### config.mk
export PLATFORM = sky130hd
export DESIGN_NAME = ppd_commutator
export DESIGN_NICKNAME = d
export VERILOG_FILES = /design/src/rtl/ppd_commutator.sv
export SDC_FILE = /design/constraint.sdc
export NUM_CORES = 1
export LEC_CHECK = 0
export ABC_AREA = 0
export BUFFER_PORTS_ARGS = -buffer_cell sky130_fd_sc_hd__buf_2
export CAP_MARGIN = 40
export CORE_MARGIN = 4
export CORE_UTILIZATION = 48
export DETAILED_ROUTE_END_ITERATION = 12
export PLACE_DENSITY = 0.74
export SLEW_MARGIN = 20
export SYNTH_ARGS = -nofsm -noshare
export SYNTH_HDL_FRONTEND = slang
export SYNTH_SLANG_ARGS = --single-unit
export TNS_END_PERCENT = 30
### constraint.sdc
create_clock -name i_clk -period 1.4 [get_ports i_clk]
set_input_delay 0.14 -clock i_clk [delete_from_list [all_inputs] [get_ports i_clk]]
set_output_delay 0.14 -clock i_clk [all_outputs]
set_load 0.03 [all_outputs]
### src/rtl/ppd_commutator.sv
// Polyphase commutator: distributes a high-rate sample stream over D lanes and
// emits one parallel frame per D accepted samples for the mul_add stage.
module ppd_commutator #(
    parameter int gp_decimation_factor = 4,
    parameter int gp_inp_width         = 8
) (
    input  logic                                         i_clk,
    input  logic                                         i_rst_an,
    input  logic                                         i_ena,
    input  logic                                         i_valid,
    input  logic [gp_inp_width-1:0]                      i_data,
    input  logic                                         i_sync,
    output logic [gp_decimation_factor*gp_inp_width-1:0] o_data,
    output logic                                         o_valid,
    output logic [$clog2(gp_decimation_factor)-1:0]      o_phase
);

    localparam int D  = gp_decimation_factor;
    localparam int W  = gp_inp_width;
    localparam int PW = $clog2(D);
    localparam logic [PW-1:0] LAST_PHASE = PW'(D - 1);

    logic [PW-1:0]    phase_r;
    logic [PW-1:0]    phase_nxt_s;
    logic [PW-1:0]    wr_lane_s;
    logic             accept_s;
    logic             frame_done_s;
    logic [W-1:0]     staging_r [D-1];
    logic [D*W-1:0]   frame_s;
    logic [D*W-1:0]   data_r;
    logic             valid_r;

    // Phase sequencing; a sync restarts the frame, its own sample (if any) being phase 0.
    always_comb begin
        accept_s     = i_ena & i_valid;
        phase_nxt_s  = phase_r;
        wr_lane_s    = phase_r;
        frame_done_s = 1'b0;
        if (i_ena) begin
            if (i_sync) begin
                wr_lane_s   = {PW{1'b0}};
                phase_nxt_s = i_valid ? PW'(1) : {PW{1'b0}};
            end else if (i_valid) begin
                if (phase_r == LAST_PHASE) begin
                    phase_nxt_s  = {PW{1'b0}};
                    frame_done_s = 1'b1;
                end else begin
                    phase_nxt_s = phase_r + PW'(1);
                end
            end else begin
                phase_nxt_s = phase_r;
            end
        end else begin
            phase_nxt_s = phase_r;
        end
    end

    // Frame assembly: lane D-1 bypasses staging so the frame loads on its own edge.
    always_comb begin
        frame_s = {(D*W){1'b0}};
        for (int k = 0; k < D - 1; k++) begin
            frame_s[k*W +: W] = staging_r[k];
        end
        frame_s[(D-1)*W +: W] = i_data;
    end

    // Phase counter register.
    always_ff @(posedge i_clk or negedge i_rst_an) begin
        if (!i_rst_an) begin
            phase_r <= {PW{1'b0}};
        end else begin
            phase_r <= phase_nxt_s;
        end
    end

    // Staging lanes 0..D-2.
    always_ff @(posedge i_clk or negedge i_rst_an) begin
        if (!i_rst_an) begin
            for (int k = 0; k < D - 1; k++) begin
                staging_r[k] <= {W{1'b0}};
            end
        end else begin
            for (int k = 0; k < D - 1; k++) begin
                if (accept_s && (wr_lane_s == PW'(k))) begin
                    staging_r[k] <= i_data;
                end
            end
        end
    end

    // Output frame and strobe; o_data holds between frames.
    always_ff @(posedge i_clk or negedge i_rst_an) begin
        if (!i_rst_an) begin
            data_r  <= {(D*W){1'b0}};
            valid_r <= 1'b0;
        end else begin
            valid_r <= frame_done_s;
            if (frame_done_s) begin
                data_r <= frame_s;
            end
        end
    end

    assign o_data  = data_r;
    assign o_valid = valid_r;
    assign o_phase = phase_r;

endmodule

* Yosys cells after proc, flatten, opt, wreduce, memory -nomap -nowiden
Index checks and enable logic that the tools add are counted.
** Storage, ports and cells
- Flip-flop bits (word level) :: 59
- Output and inout port bits :: 35
** Operators by class
- Add/sub/neg operators :: 1
- Eq/ne operators :: 3
- Multiplexer cells :: 10
- Bitwise operators :: 1
- Reduce and logical (&&, ||, !) cells :: 6
** Operators by type and width (count)
- 2-bit 2-to-1 mux :: 5
- 1-bit 2-to-1 mux :: 5
- 2-bit == test, second input constant :: 2
- 1-bit logical AND :: 3
- 2-bit by 1-bit adder with 2-bit output, second input constant :: 1
- 2-bit by 1-bit == test with 1-bit output, second input constant :: 1
- 2-bit zero test :: 1
- 2-bit AND reduction :: 1
- 2-bit nonzero test :: 1
- 1-bit AND :: 1

* Longest topological paths before layout
- Depth after elaboration :: 5
- Mapped depth :: 4
- Gate-level depth less buffers :: 4

* Least setup slack after synthesis
Ideal clock, no wire load.
- Kind :: flip-flop to flip-flop
- Start point :: register phase_r[1] (netlist: o_phase[1])
- End point :: register staging_r (netlist bit frame_s[16])
- Library setup time :: 0.125 ns
- Arrival time :: 1.537 ns
- Required time :: 1.275 ns
- Path slack :: -0.262 ns
- Stages on the path, launching flop included :: 4
- Buffers on the path :: 0
- Cells stage by stage :: dfrtp_1 inv_1 nor4_4 mux2_2
** Between the ends
- Longest elaborated chain between the ends :: 4
** RTL lines
- start, declared :: line 23 : logic [PW-1:0] phase_r;
- start signal, assigned :: line 70 : phase_r <= {PW{1'b0}};
- start signal, assigned :: line 72 : phase_r <= phase_nxt_s;
- 2-bit 2-to-1 mux :: line 40 : if (i_sync) begin
- 2-bit 2-to-1 mux (*) :: line 39 : if (i_ena) begin
- 2-bit == test (*) :: line 84 : if (accept_s && (wr_lane_s == PW'(k))) begin
- 1-bit logical AND (*) :: line 84
- end signal, assigned by index :: line 80 : staging_r[k] <= {W{1'b0}};
- end signal, assigned by index :: line 85 : staging_r[k] <= i_data;
- end, declared :: line 28 : logic [W-1:0] staging_r [D-1];
Every way passes the cells marked *; elsewhere a longest branch is shown, timed or not.
A chain may end at the register's enable or synchronous reset.

* Worst setup path in the final report
- Start point :: register phase_r[1] (netlist: o_phase[1])
- End point :: register data_r[23] (netlist: o_data[23])
** Between the ends
- Longest elaborated chain between the ends :: 5
** RTL lines
- 2-bit == test :: line 44 : if (phase_r == LAST_PHASE) begin
- 1-bit 2-to-1 mux :: line 44
- 1-bit 2-to-1 mux :: line 43 : end else if (i_valid) begin
- 1-bit 2-to-1 mux :: line 40
- 1-bit 2-to-1 mux :: line 39
- end signal, assigned :: line 94 : data_r <= {(D*W){1'b0}};
- end signal, assigned :: line 99 : data_r <= frame_s;
- end, declared :: line 30 : logic [D*W-1:0] data_r;
No other way between the ends.

==> flow_summary.ini <==
[status]
status = finished, violations left
violations = setup timing

[detailed_routing]
ant_nets = 0
drtPass1Iterations = 4
vias = 1357
avgViaCountPerCell = 5.26
post-route-drc-count = 0
drt-wirelength-per-cell_um = 17.5
drt_iter0_drc = 50
wirelength_um = 4510

[clock_network]
cts-root-buf = clkbuf_8
htree_num_levels = 3
clk_pin_slew_ns = 0.06
cts_sinks = 59
clock_path_buffers = 2
cts_tree = yes
numCtsBuffers = 9
clock_latency_ns = 0.33

[final_layout]
nNetsFinal = 216
area_growth_pct = 30.5
antenna_cells = 0
drive_above_1_share_pct = 65.5

[power]
ir_drop_mv = 1.25
total_power_mw = 5.48
leakage_nw = 1.55
power.density_nw_per_um2 = 1850

[sta]
drv_slew = 0
hold_viol = 0
clock-skew-final_ns = 0.00548
finalSetupViolations = 39
fmax_mhz = 694
fin_crit_sh_pct = 103
layout_setup_ws_ns = -0.0401
period_minus_slack_ns = 1.44
relSlewSlack_pct = 79.8
tightest_slew_ns = 0.302
setup_tns_ns = -0.724
holdWs_ns = 0.0832
rsz0062_at_grt = yes

[floorplan]
die_area_sq_um = 5890
io_pins = 48
start_util_pct = 50.7
fp-row-count = 24
fp.dieW_um = 76.7
dieHeight_um = 76.7
coreArea_sq_um = 4470

[worst_setup_path]
slowest_stage = dfrtp_2
cp-end-kind = register
worstPathCellList = ha_4 > nand4b_4 > buf_12 > mux2_2
worstPathRequired_ns = 1.61
cp-start-kind = register
critPathArrivalTime_ns = 1.65
cpPeakStageDelay_ns = 0.46
crit_type = reg -> reg
crit_start = o_phase[1]$_DFFE_PN0P_
critPathMaxFanout = 17
rr_startpoint = o_phase[1]$_DFFE_PN0P_

[global_routing]
grt_start_max_net_pins = 60
antenna_found_initial = 0
grt_first_pass_wirelength_um = 7470
grt_usage_pct = 16.5
grt-ovfl-total = 0
grt_pass1_vias = 1474

[min_path]
min_from = i_data[4]
hold_path.class = in -> reg

[synth]
synth_area_sq_um = 2270
synth_fp_nets = 150
post_synth_num_cell_types = 16
synthCells = 136
synth_edf_count = 0
post_synth.cell_area_avg_sq_um = 16.7
synth_ff_type = dfrtp_1
ys_ff_latch = 59
ys_warn_count = 0
ys_async_sr_fraction_pct = 100
ys_seq_area_share_pct = 65.1

[placed_design]
hpwl_um = 3140
io_buffers = 47
globalplace.congestion = 0.777

[flow_run]
maxCapViolCount = 0
[final timing paths]
| path | end | slack, ns | cells after the start |
|---|---|---|---|
| worst max-delay path | o_data[23]$_DFFE_PN0P_ | -0.04 | 4 |
| worst min-delay path | o_data[28]$_DFFE_PN0P_ | 0.08 | 2 |
| worst max register to register | o_data[23]$_DFFE_PN0P_ | -0.04 | 4 |
| worst min register to register | o_data[31]$_DFFE_PN0P_ | 0.50 | 1 |
| max in group asynchronous | o_phase[0]$_DFFE_PN0P_ | 0.79 | 3 |
| min in group asynchronous | o_phase[1]$_DFFE_PN0P_ | 0.35 | 3 |
[repair_timing]
| action | 4_1_cts | 5_1_grt |
|---|---|---|
| gates cloned | 0 | 1 |
| gates resized for setup | 9 | 10 |
| hold endpoints to repair | 59 | 0 |
| pin swaps | 1 | 1 |
| hold buffers | 1 | 0 |
| endpoints found under the setup margin | 45 | 52 |
| buffers inserted | 0 | 1 |
[cells in the mapped netlist, types with 2 or more instances]
| master | number | area, sq um |
|---|---|---|
| mux2_2 | 56 | 631 |
| buf_2 | 4 | 20.0 |
| inv_1 | 2 | 7.51 |
| o21ai_0 | 2 | 10.0 |
| nor2_1 | 3 | 11.3 |
| dfrtp_1 | 59 | 1480 |
[layout make-up]
cell class | instances | area, sq um
well taps | 52 | 65.1
repair buffers | 59 | 395
clock buffers | 12 | 145
flip-flops and latches | 59 | 1480
clock inverters | 3 | 15.0
fillers | 324 | 1510
multi-input cells | 71 | 853
inverters | 2 | 7.51
[metrics by stage]
step | instances | cell area [sq um] | setup slack [ns] | utilization, %
after floorplan | 136 | 2300 | -0.0893 | -
after global placement | 240 | 2680 | 0.0132 | 59.9
after detailed placement | 240 | 2680 | -0.0324 | 59.9
after CTS | 256 | 2890 | -0.0467 | 64.6
after global routing | 258 | 2960 | -0.0832 | 66.2
final | 258 | 2960 | -0.0401 | 66.2
[layer usage]
layer / wire length [um] / track usage [%] / share of wire, %
met5: 0 / 0 / 0
met2: 2150 / 25.6 / 48
met3: 270 / 6.56 / 6.0
met1: 2020 / 20.5 / 45
met4: 78 / 7.07 / 1.7
[flip-flops by register name, summed over array words and instances, names as in the netlist]
register,cells
frame_s,24
o_data,32
o_phase,2
o_valid,1
[kinds of logic after synthesis]
| logic type | after synthesis | share of synthesized area [%] |
|---|---|---|
| AOI/OAI and AO/OA | 5 | 1.54 |
| buffers and inverters | 6 | 1.21 |
| muxes | 56 | 27.8 |
| adders and majority gates | 1 | 0.551 |
| DFF | 59 | 65.1 |
| and+or+nand+nor | 9 | 3.81 |
[power breakdown]
part | switching, mW | total, mW | internal, mW
logic | 0.934 | 1.68 | 0.748
registers | 0.288 | 2.52 | 2.23
clock network | 0.607 | 1.28 | 0.671
total | 1.83 | 5.48 | 3.65
[critical path: cells and delay by family (launching register included)]
kind | cells | cell delay [ns]
flip-flops | 1 | 0.46
multiplexers | 1 | 0.35
adder cells (fa/ha/maj) | 1 | 0.19
buffers and inverters | 1 | 0.17
AND/OR/NAND/NOR | 1 | 0.14
[layout by cell type, fill, tap and decap left out, drive strengths merged]
cell         instances
buf                 57
clkbuf              13
clkinv               3
dfrtp               59
dlygate4sd3          1
ha                   1
inv                  2
mux2                56
nand2                2
nand3                1
nand4b               1
nor2                 3
nor4                 1
nor4b                1
o21a                 1
o21ai                2
o21bai               1
o22ai                1
Note: power is estimated with default switching activity, not from simulation.
